--- config.mk ---
export PLATFORM = sky130hd
export DESIGN_NAME = matrix_dispatch_queue_flat
export DESIGN_NICKNAME = d
export VERILOG_FILES = /design/src/rtl/matrix_dispatch_queue_if.sv /design/src/rtl/matrix_dispatch_queue.sv /design/src/flat_wrapper.sv
export SDC_FILE = /design/constraint.sdc
export NUM_CORES = 1
export LEC_CHECK = 0
export BUFFER_PORTS_ARGS = -buffer_cell sky130_fd_sc_hd__buf_2
export CAP_MARGIN = 15
export CORE_MARGIN = 3
export CORE_UTILIZATION = 54
export DETAILED_ROUTE_END_ITERATION = 10
export PLACE_DENSITY_LB_ADDON = 0.15
export SYNTH_ARGS = -nofsm -noshare
export SYNTH_HDL_FRONTEND = slang
export SYNTH_SLANG_ARGS = --single-unit
--- constraint.sdc ---
create_clock -name clk -period 3.3 [get_ports clk]
set_input_delay 0.165 -clock clk [delete_from_list [all_inputs] [get_ports clk]]
set_output_delay 0.165 -clock clk [all_outputs]
set_load 0.02 [all_outputs]
--- src/rtl/matrix_dispatch_queue_if.sv ---
// Request/dispatch bus between the sequencing logic and the dispatch queue.
//  master: sequencer side - drives requests and channel done returns
//  slave : dispatch queue - drives ready, starts, coordinates, busy, last_*, err, count
interface matrix_dispatch_queue_if #(
  parameter int unsigned ADDR_W   = 4,
  parameter int unsigned NUM_CH   = 5,
  parameter int unsigned IDX_W    = 3,
  parameter int unsigned QDEPTH_L = 2
);
  logic                       req_valid;
  logic                       req_ready;
  logic [IDX_W-1:0]           req_index;
  logic [ADDR_W-1:0]          req_x;
  logic [ADDR_W-1:0]          req_y;
  logic [NUM_CH-1:0]          ch_start;
  logic [ADDR_W-1:0]          ch_x;
  logic [ADDR_W-1:0]          ch_y;
  logic [NUM_CH-1:0]          ch_done;
  logic [NUM_CH-1:0]          ch_busy;
  logic [NUM_CH*ADDR_W-1:0]   last_x;
  logic [NUM_CH*ADDR_W-1:0]   last_y;
  logic                       err_index;
  logic [QDEPTH_L:0]          q_count;

  modport master (
    output req_valid, req_index, req_x, req_y, ch_done,
    input  req_ready, ch_start, ch_x, ch_y, ch_busy, last_x, last_y, err_index, q_count
  );

  modport slave (
    input  req_valid, req_index, req_x, req_y, ch_done,
    output req_ready, ch_start, ch_x, ch_y, ch_busy, last_x, last_y, err_index, q_count
  );
endinterface

--- src/rtl/matrix_dispatch_queue.sv ---
// In-order request FIFO that dispatches (x, y) to channel index-1 once that channel
// is idle, tracks per-channel busy via done returns and remembers last coordinates.
//  clk  : clock, rising edge
//  rst  : asynchronous active-high reset
//  bus  : slave side of matrix_dispatch_queue_if (request handshake, channel
//         start/coords/done/busy, last_x/last_y, err_index, q_count)
module matrix_dispatch_queue #(
  parameter int unsigned ADDR_W   = 4,
  parameter int unsigned NUM_CH   = 5,
  parameter int unsigned IDX_W    = 3,
  parameter int unsigned QDEPTH_L = 2
) (
  input  logic                    clk,
  input  logic                    rst,
  matrix_dispatch_queue_if.slave  bus
);

  localparam int unsigned DEPTH  = 1 << QDEPTH_L;
  localparam int unsigned CNT_W  = QDEPTH_L + 1;
  localparam int unsigned LAST_W = NUM_CH * ADDR_W;

  logic [IDX_W-1:0]    r_q_idx [DEPTH];
  logic [ADDR_W-1:0]   r_q_x   [DEPTH];
  logic [ADDR_W-1:0]   r_q_y   [DEPTH];
  logic [QDEPTH_L-1:0] r_wr_ptr;
  logic [QDEPTH_L-1:0] r_rd_ptr;
  logic [CNT_W-1:0]    r_count;
  logic                r_ready;
  logic [NUM_CH-1:0]   r_busy;
  logic [NUM_CH-1:0]   r_start;
  logic [ADDR_W-1:0]   r_ch_x;
  logic [ADDR_W-1:0]   r_ch_y;
  logic [LAST_W-1:0]   r_last_x;
  logic [LAST_W-1:0]   r_last_y;
  logic                r_err;

  logic [IDX_W-1:0]    w_head_idx;
  logic [ADDR_W-1:0]   w_head_x;
  logic [ADDR_W-1:0]   w_head_y;
  logic [NUM_CH-1:0]   w_sel;
  logic                w_empty;
  logic                w_dispatch;
  logic                w_drop;
  logic                w_pop;
  logic                w_push;
  logic [CNT_W-1:0]    w_count_nxt;

  assign w_head_idx = r_q_idx[r_rd_ptr];
  assign w_head_x   = r_q_x[r_rd_ptr];
  assign w_head_y   = r_q_y[r_rd_ptr];
  assign w_empty    = (r_count == '0);

  // One-hot decode of the head index; all-zero means index 0 or beyond NUM_CH.
  always_comb begin
    w_sel = '0;
    for (int k = 0; k < NUM_CH; k++) begin
      w_sel[k] = (w_head_idx == IDX_W'(k + 1));
    end
  end

  // Head blocks everything behind it while its channel is busy.
  assign w_dispatch  = !w_empty && (|w_sel) && !(|(w_sel & r_busy));
  assign w_drop      = !w_empty && !(|w_sel);
  assign w_pop       = w_dispatch || w_drop;
  assign w_push      = bus.req_valid && r_ready;
  assign w_count_nxt = r_count + CNT_W'(w_push) - CNT_W'(w_pop);

  // Queue storage; contents are don't-care while unoccupied, so no reset.
  always_ff @(posedge clk) begin
    if (w_push) begin
      r_q_idx[r_wr_ptr] <= bus.req_index;
      r_q_x[r_wr_ptr]   <= bus.req_x;
      r_q_y[r_wr_ptr]   <= bus.req_y;
    end
  end

  // Pointers, occupancy, channel state and registered outputs.
  always_ff @(posedge clk or posedge rst) begin
    if (rst) begin
      r_wr_ptr <= '0;
      r_rd_ptr <= '0;
      r_count  <= '0;
      r_ready  <= 1'b1;
      r_busy   <= '0;
      r_start  <= '0;
      r_ch_x   <= '0;
      r_ch_y   <= '0;
      r_last_x <= '0;
      r_last_y <= '0;
      r_err    <= 1'b0;
    end else begin
      if (w_push) r_wr_ptr <= r_wr_ptr + QDEPTH_L'(1);
      if (w_pop)  r_rd_ptr <= r_rd_ptr + QDEPTH_L'(1);
      r_count <= w_count_nxt;
      // Ready follows next occupancy, so a full queue blocks push even on a pop edge.
      r_ready <= (w_count_nxt != CNT_W'(DEPTH));
      // Done on an idle channel is a no-op; a dispatching channel is never busy.
      r_busy  <= (r_busy & ~bus.ch_done) | (w_dispatch ? w_sel : '0);
      r_start <= w_dispatch ? w_sel : '0;
      r_ch_x  <= w_dispatch ? w_head_x : '0;
      r_ch_y  <= w_dispatch ? w_head_y : '0;
      r_err   <= w_drop;
      for (int k = 0; k < NUM_CH; k++) begin
        if (w_dispatch && w_sel[k]) begin
          r_last_x[k*ADDR_W +: ADDR_W] <= w_head_x;
          r_last_y[k*ADDR_W +: ADDR_W] <= w_head_y;
        end
      end
    end
  end

  assign bus.req_ready = r_ready;
  assign bus.ch_start  = r_start;
  assign bus.ch_x      = r_ch_x;
  assign bus.ch_y      = r_ch_y;
  assign bus.ch_busy   = r_busy;
  assign bus.last_x    = r_last_x;
  assign bus.last_y    = r_last_y;
  assign bus.err_index = r_err;
  assign bus.q_count   = r_count;

endmodule
--- src/flat_wrapper.sv ---
// flat-port wrapper written by rule: the top's interface ports become plain ports
module matrix_dispatch_queue_flat 
#(
  parameter int unsigned ADDR_W   = 4,
  parameter int unsigned NUM_CH   = 5,
  parameter int unsigned IDX_W    = 3,
  parameter int unsigned QDEPTH_L = 2
)
  (clk, rst, bus_req_valid, bus_req_index, bus_req_x, bus_req_y, bus_ch_done, bus_req_ready, bus_ch_start, bus_ch_x, bus_ch_y, bus_ch_busy, bus_last_x, bus_last_y, bus_err_index, bus_q_count);
  matrix_dispatch_queue_if #(.ADDR_W(ADDR_W), .NUM_CH(NUM_CH), .IDX_W(IDX_W), .QDEPTH_L(QDEPTH_L)) bus_i ();
  input  logic clk;
  input  logic rst;
  input wire logic [$bits(bus_i.req_valid)-1:0] bus_req_valid;
  input wire logic [$bits(bus_i.req_index)-1:0] bus_req_index;
  input wire logic [$bits(bus_i.req_x)-1:0] bus_req_x;
  input wire logic [$bits(bus_i.req_y)-1:0] bus_req_y;
  input wire logic [$bits(bus_i.ch_done)-1:0] bus_ch_done;
  output wire logic [$bits(bus_i.req_ready)-1:0] bus_req_ready;
  output wire logic [$bits(bus_i.ch_start)-1:0] bus_ch_start;
  output wire logic [$bits(bus_i.ch_x)-1:0] bus_ch_x;
  output wire logic [$bits(bus_i.ch_y)-1:0] bus_ch_y;
  output wire logic [$bits(bus_i.ch_busy)-1:0] bus_ch_busy;
  output wire logic [$bits(bus_i.last_x)-1:0] bus_last_x;
  output wire logic [$bits(bus_i.last_y)-1:0] bus_last_y;
  output wire logic [$bits(bus_i.err_index)-1:0] bus_err_index;
  output wire logic [$bits(bus_i.q_count)-1:0] bus_q_count;
  assign bus_i.req_valid = bus_req_valid;
  assign bus_i.req_index = bus_req_index;
  assign bus_i.req_x = bus_req_x;
  assign bus_i.req_y = bus_req_y;
  assign bus_i.ch_done = bus_ch_done;
  assign bus_req_ready = bus_i.req_ready;
  assign bus_ch_start = bus_i.ch_start;
  assign bus_ch_x = bus_i.ch_x;
  assign bus_ch_y = bus_i.ch_y;
  assign bus_ch_busy = bus_i.ch_busy;
  assign bus_last_x = bus_i.last_x;
  assign bus_last_y = bus_i.last_y;
  assign bus_err_index = bus_i.err_index;
  assign bus_q_count = bus_i.q_count;
  matrix_dispatch_queue #(.ADDR_W(ADDR_W), .NUM_CH(NUM_CH), .IDX_W(IDX_W), .QDEPTH_L(QDEPTH_L)) u_core (.clk(clk), .rst(rst), .bus(bus_i));
endmodule
# Word level (Yosys, flattened, before mapping)
# Memories as Yosys holds them, arrays and structs flattened.
# Cells that the tools add are included.
[classes]
n_reduce_logical = 16
n_lt_le_gt_ge = 0
bitwise = 4
addsub = 4
muxes = 5
div_mod_pow = 0
shifts = 0
n_eq_ne = 6
mul = 0
[ops]
columns = ["op", "n"]
rows = [
  ["$and 5x5->5", 2],
  ["$reduce_or 5->1", 2],
  ["$logic_and 1x1->1", 9],
  ["$mux 4", 2],
  ["$eq 3x2->1 const B", 2],
  ["$eq 3x3->1 const B", 2],
  ["$mux 5", 1],
  ["$not 5->5", 1],
  ["$or 5x5->5", 1],
  ["$add 2x1->2 const B", 2],
  ["$add 3x1->3", 1],
  ["$eq 3x1->1 const B", 1],
  ["$logic_not 1->1", 3],
  ["$logic_not 3->1", 1],
  ["$ne 3x3->1 const B", 1],
  ["$sub 3x1->3", 1],
  ["$mux 1", 2],
  ["$logic_or 1x1->1", 1],
]
[word_totals]
output_inout_bits = 63
latchBits = 0
ramBits = 44
mem_bits_ro = 0
n_memories = 3
word_cells = 57
register_bits = 67
[mem_list]
columns = ["name", "words", "word_bits", "read_ports", "rd_clocked_by_memory_dff", "write_ports", "line", "text"]
rows = [
  ["u_core.r_q_x", 4, 4, 1, 0, 1, "matrix_dispatch_queue.sv:23", "logic [ADDR_W-1:0] r_q_x [DEPTH];"],
  ["u_core.r_q_y", 4, 4, 1, 0, 1, "matrix_dispatch_queue.sv:24", "logic [ADDR_W-1:0] r_q_y [DEPTH];"],
  ["u_core.r_q_idx", 4, 3, 1, 0, 1, "matrix_dispatch_queue.sv:22", "logic [IDX_W-1:0] r_q_idx [DEPTH];"],
]

# Logic depth before layout (Yosys ltp)
# An unclocked memory read counts as a cell.
[depth]
depth_word = 9
depth_mapped = 11
mapped_depth_nobuf = 10

# Worst setup path before layout
# OpenSTA, ideal clock, no wires.
[synth_path]
path_type = "register -> register"
start = "register u_core.r_rd_ptr[0]"
end = "register u_core.r_ready, in the netlist u_core.bus.req_ready"
slack_ns = 0.438
stages_incl_launch_ff = 11
setup_ns = 0.083
period_less_slack_ns = 2.862
arrival_ns = 2.780
path_buffers = 0
cell_sequence = "dfrtp_1 -> mux4_2 -> nand2b_4 -> o21ai_0 -> o31ai_2 -> ha_1 -> inv_1 -> ha_1 -> fa_1 -> xnor2_1 -> nand2_1"
[synth_between]
elab_chain_len = 9
[synth_lines]
columns = ["element", "line", "text"]
rows = [
  ["start: declaration", "matrix_dispatch_queue.sv:26", "logic [QDEPTH_L-1:0] r_rd_ptr;"],
  ["start signal: assignment", "matrix_dispatch_queue.sv:93", "if (w_pop) r_rd_ptr <= r_rd_ptr + QDEPTH_L'(1);"],
  ["$mem_v2 4x3 (*)", "n/a", ""],
  ["$eq 3x1->1 (tied with other cells)", "matrix_dispatch_queue.sv:57", "w_sel[k] = (w_head_idx == IDX_W'(k + 1));"],
  ["$and 5x5->5", "matrix_dispatch_queue.sv:62", "assign w_dispatch = !w_empty && (|w_sel) && !(|(w_sel & r_busy));"],
  ["$reduce_or 5->1", "matrix_dispatch_queue.sv:62", ""],
  ["$logic_not 1->1", "matrix_dispatch_queue.sv:62", ""],
  ["$logic_and 1x1->1", "matrix_dispatch_queue.sv:62", ""],
  ["$logic_or 1x1->1 (*)", "matrix_dispatch_queue.sv:64", "assign w_pop = w_dispatch || w_drop;"],
  ["$sub 3x1->3 (*)", "matrix_dispatch_queue.sv:66", "assign w_count_nxt = r_count + CNT_W'(w_push) - CNT_W'(w_pop);"],
  ["via u_core.w_count_nxt[2]", "matrix_dispatch_queue.sv:46", "logic [CNT_W-1:0] w_count_nxt;"],
  ["$ne 3x3->1 (*)", "matrix_dispatch_queue.sv:96", "r_ready <= (w_count_nxt != CNT_W'(DEPTH));"],
  ["end signal: assignment", "matrix_dispatch_queue.sv:96", ""],
  ["end: declaration", "matrix_dispatch_queue.sv:28", "logic r_ready;"],
]
# Mark *: on every way through the listed nets, which the timed path passes. The rest lies on a longest branch.
# A chain may end at the register's enable or synchronous reset.

# Worst setup path in the final report
# Ends and elaborated chain as after synthesis.

==> reports/metrics.cfg <==
[cts]
clockRootBuffer = clkbuf_8
numCtsBuffers = 9
tritoncts = yes
clk_path_buf_depth = 2
clock_latency_ns = 0.36
cts_sinks = 111
htree_levels = 3
cts_setup_buffers = 0
path_clk_slew_ns = 0.10

[grt]
first_global_vias = 2304
grt_use_met1_pct = 25.9
use_met2_pct = 28.6
grt_overflow_total = 0
grt_max_degree = 50
grt_util_all_layers_pct = 18.5
grt_util_met3_pct = 3.35
grt_antenna_before_repair = 0
top_usage_layer = met2
grt_first_pass_wirelength_um = 12200

[finish]
multi_input_area_sq_um = 1210
diodes = 0
final_util_pct = 67.9
drive_gt1_share_pct = 47.1
regArea_sq_um = 3000
layout.nets = 361
fillCellCount = 537
area_growth_pct = 18.3

[routing]
num_vias = 2281
postRouteAntennaNets = 0
wirelength_um = 7530
wl_per_cell_um = 17.2
drtPass1Iterations = 4
drt_iter0_drc = 89
drc_errors = 0
viasPerCell = 5.20

[power]
ir_drop_uv = 421
p_clk_share_pct = 13.9
internal-power_mw = 3.36
p_total_mw = 5.49
pwr-share-seq_pct = 40.2
power.leakage_nw = 2.25
swShare_pct = 38.8
p_sw_mw = 2.13
pwr-share-comb_pct = 45.9
powerDensity_nw_per_um2 = 1090

[yosys]
ys.warnings.count = 0
yosysTopAreaCell = dfrtp_1
syn_nets = 263
avgSynthCellArea_sq_um = 18.0
synth.yosys.seq_area_share_pct = 70.2
synth_top_area_share_pct = 38.7
ys_types = 31
syn_area_sq_um = 4270
netlist_instances = 237
ys_ff_latch = 111
synth_top_cells_by_area = dfrtp_1 (39%), edfxtp_1 (31%), mux2_2 (9.8%), mux4_2 (5.8%), nor3_4 (1.9%)

[timing]
layout_setup_ws_ns = 0.202
finalClockSkew_ns = 0.00852
hold_viol = 0
maxSlewHeadroom_pct = 59.4
maxSlewViolCount = 0
tns_ns = 0
fin_crit_sh_pct = 93.9
tightest_slew_ns = 0.607
hold_slack_ns = 0.00921
rsz0062_at_grt = no
finalSetupViolCount = 0
fmax_ghz = 0.323
layout_min_cycle_time_ns = 3.10

[placement]
gp_congestion = 0.766
place_ws_ns = 0.138
place_hpwl_um = 5380
port_buffers = 81

[die]
coreArea_sq_um = 7450
ios = 82
dieArea_sq_um = 9010
rows = 31
die_w_um = 94.9
start_util_pct = 57.4
die_h_um = 94.9

[critical_path]
crit_path_frequent_cell = ha_1
cp.required_ns = 3.60
critPathBufInv = 1
critical_path.top_delay_family = adder cells
slowest_delay_ns = 0.64
crit_slowest_cell = mux4_2
start_kind = flip-flop
path_max_fanout = 7
end_kind = flip-flop
crit_chain = mux4_2, nand2b_4, o221a_4, o31ai_2, ha_1, inv_1, ha_1, fa_1, nor2_1, nand2_1
crit_arrival_ns = 3.39
crit_type = reg -> reg

[outcome]
status = finished, final reports clean

[worst_hold_path]
hp-class = in -> reg

[run]
cap_violations = 0

-- through the flow --
step | instances | instance area (sq um)
2_1_floorplan | 237 | 4270
3_3_place_gp | 419 | 4820
3_5_place_dp | 419 | 4820
4_1_cts | 439 | 5050
5_1_grt | 439 | 5050
6_report | 439 | 5050
-- cell families (layout without fill, tap and decap cells) --
| group | Yosys count | count (layout) | share of synthesized area [%] |
|---|---|---|---|
| flops | 111 | 111 | 70.2 |
| buf+inv | 17 | 120 | 1.52 |
| compound gates | 12 | 12 | 2.37 |
| simple gates | 33 | 33 | 6.06 |
| fa+ha+maj | 7 | 7 | 2.23 |
| xor+xnor | 5 | 5 | 1.03 |
| mux | 52 | 52 | 16.6 |
-- power by group through the flow --
stage | clock network, mW | registers (mW) | logic [mW]
detailed placement | 0 | 2.24 | 2.55
global placement | 0 | 2.23 | 2.50
global route | 0.840 | 2.27 | 2.76
floorplan | 0 | 2.65 | 1.35
CTS | 0.779 | 2.22 | 2.56
finish | 0.763 | 2.21 | 2.52
-- state kept, by name, indices dropped and copies added, names as in the netlist, 2 cells and up --
signal and flops:
u_core.bus.ch_start 5, u_core.r_q_y 16, u_core.bus.ch_busy 5, u_core.bus.ch_x 4, u_core.r_q_idx 12, u_core.r_wr_ptr 2
u_core.bus.ch_y 4, u_core.bus.last_y 20, u_core.r_rd_ptr 2, u_core.r_q_x 16, u_core.bus.last_x 20, u_core.bus.q_count 3
-- synth_stat cells --
master	count
mux2_1	3
ha_1	6
and2_1	9
and3_1	4
mux4_2	11
nand2b_1	3
nor3_4	5
inv_1	15
xor2_1	2
o32ai_1	1
o21a_1	1
dfrtp_1	66
or2_1	1
mux2_2	37
nand3_1	1
nor3_2	1
nor2_1	2
a21o_1	5
edfxtp_1	44
clkbuf_1	1
mux2i_1	1
nand2_1	4
fa_1	1
o31ai_2	1
or3_1	1
nand2b_4	2
dfstp_2	1
o221a_4	1
o21ai_0	3
xnor2_1	3
buf_2	1
-- timing repair --
item                       in CTS  in global routing
hold endpoints to repair       27                  0
hold buffers                    4                  0
setup endpoints to repair       0                  1
gates resized for setup         0                  1
-- metal layers --
| layer | share of wire (%) | wire length [um] | vias up |
|---|---|---|---|
| li1 | - | - | 1059 |
| met1 | 46 | 3460 | 1145 |
| met2 | 47 | 3540 | 66 |
| met3 | 5.2 | 393 | 11 |
| met4 | 1.8 | 134 | 0 |
| met5 | 0 | 0 | - |
-- final timing paths --
check	startpoint	to	slack [ns]	depth (start not counted)
max in group asynchronous	rst	u_core.bus.last_y[9]	2.06	4
min in group asynchronous	rst	u_core.bus.last_y[15]	0.32	3
worst min register to register	u_core.bus.last_x[12]	u_core.bus.last_x[12]	0.49	1
worst max register to register	u_core.r_rd_ptr[0]	u_core.bus.req_ready	0.20	10
worst max-delay path	u_core.r_rd_ptr[0]	u_core.bus.req_ready	0.20	10
worst min-delay path	bus_req_y[3]	u_core.r_q_y[1][3]	0.009	1
-- layout make-up --
cell class,instances,share of cell area [%]
clock buffer,11,3.02
tap,99,2.45
clock inverter,5,0.768
inverter,15,1.11
multi-input combinational,109,23.9
timing repair buffer,89,9.41
sequential,111,59.3
-- layout by cell type, fill, tap and decap left out, types with 6 or more instances in the layout --
cell type and count:
and2_1 9, buf_2 81, clkbuf_8 9, dfrtp_1 66, edfxtp_1 44, ha_1 6
inv_1 14, mux2_2 37, mux4_2 11
Power figures use the tool's default switching activity.
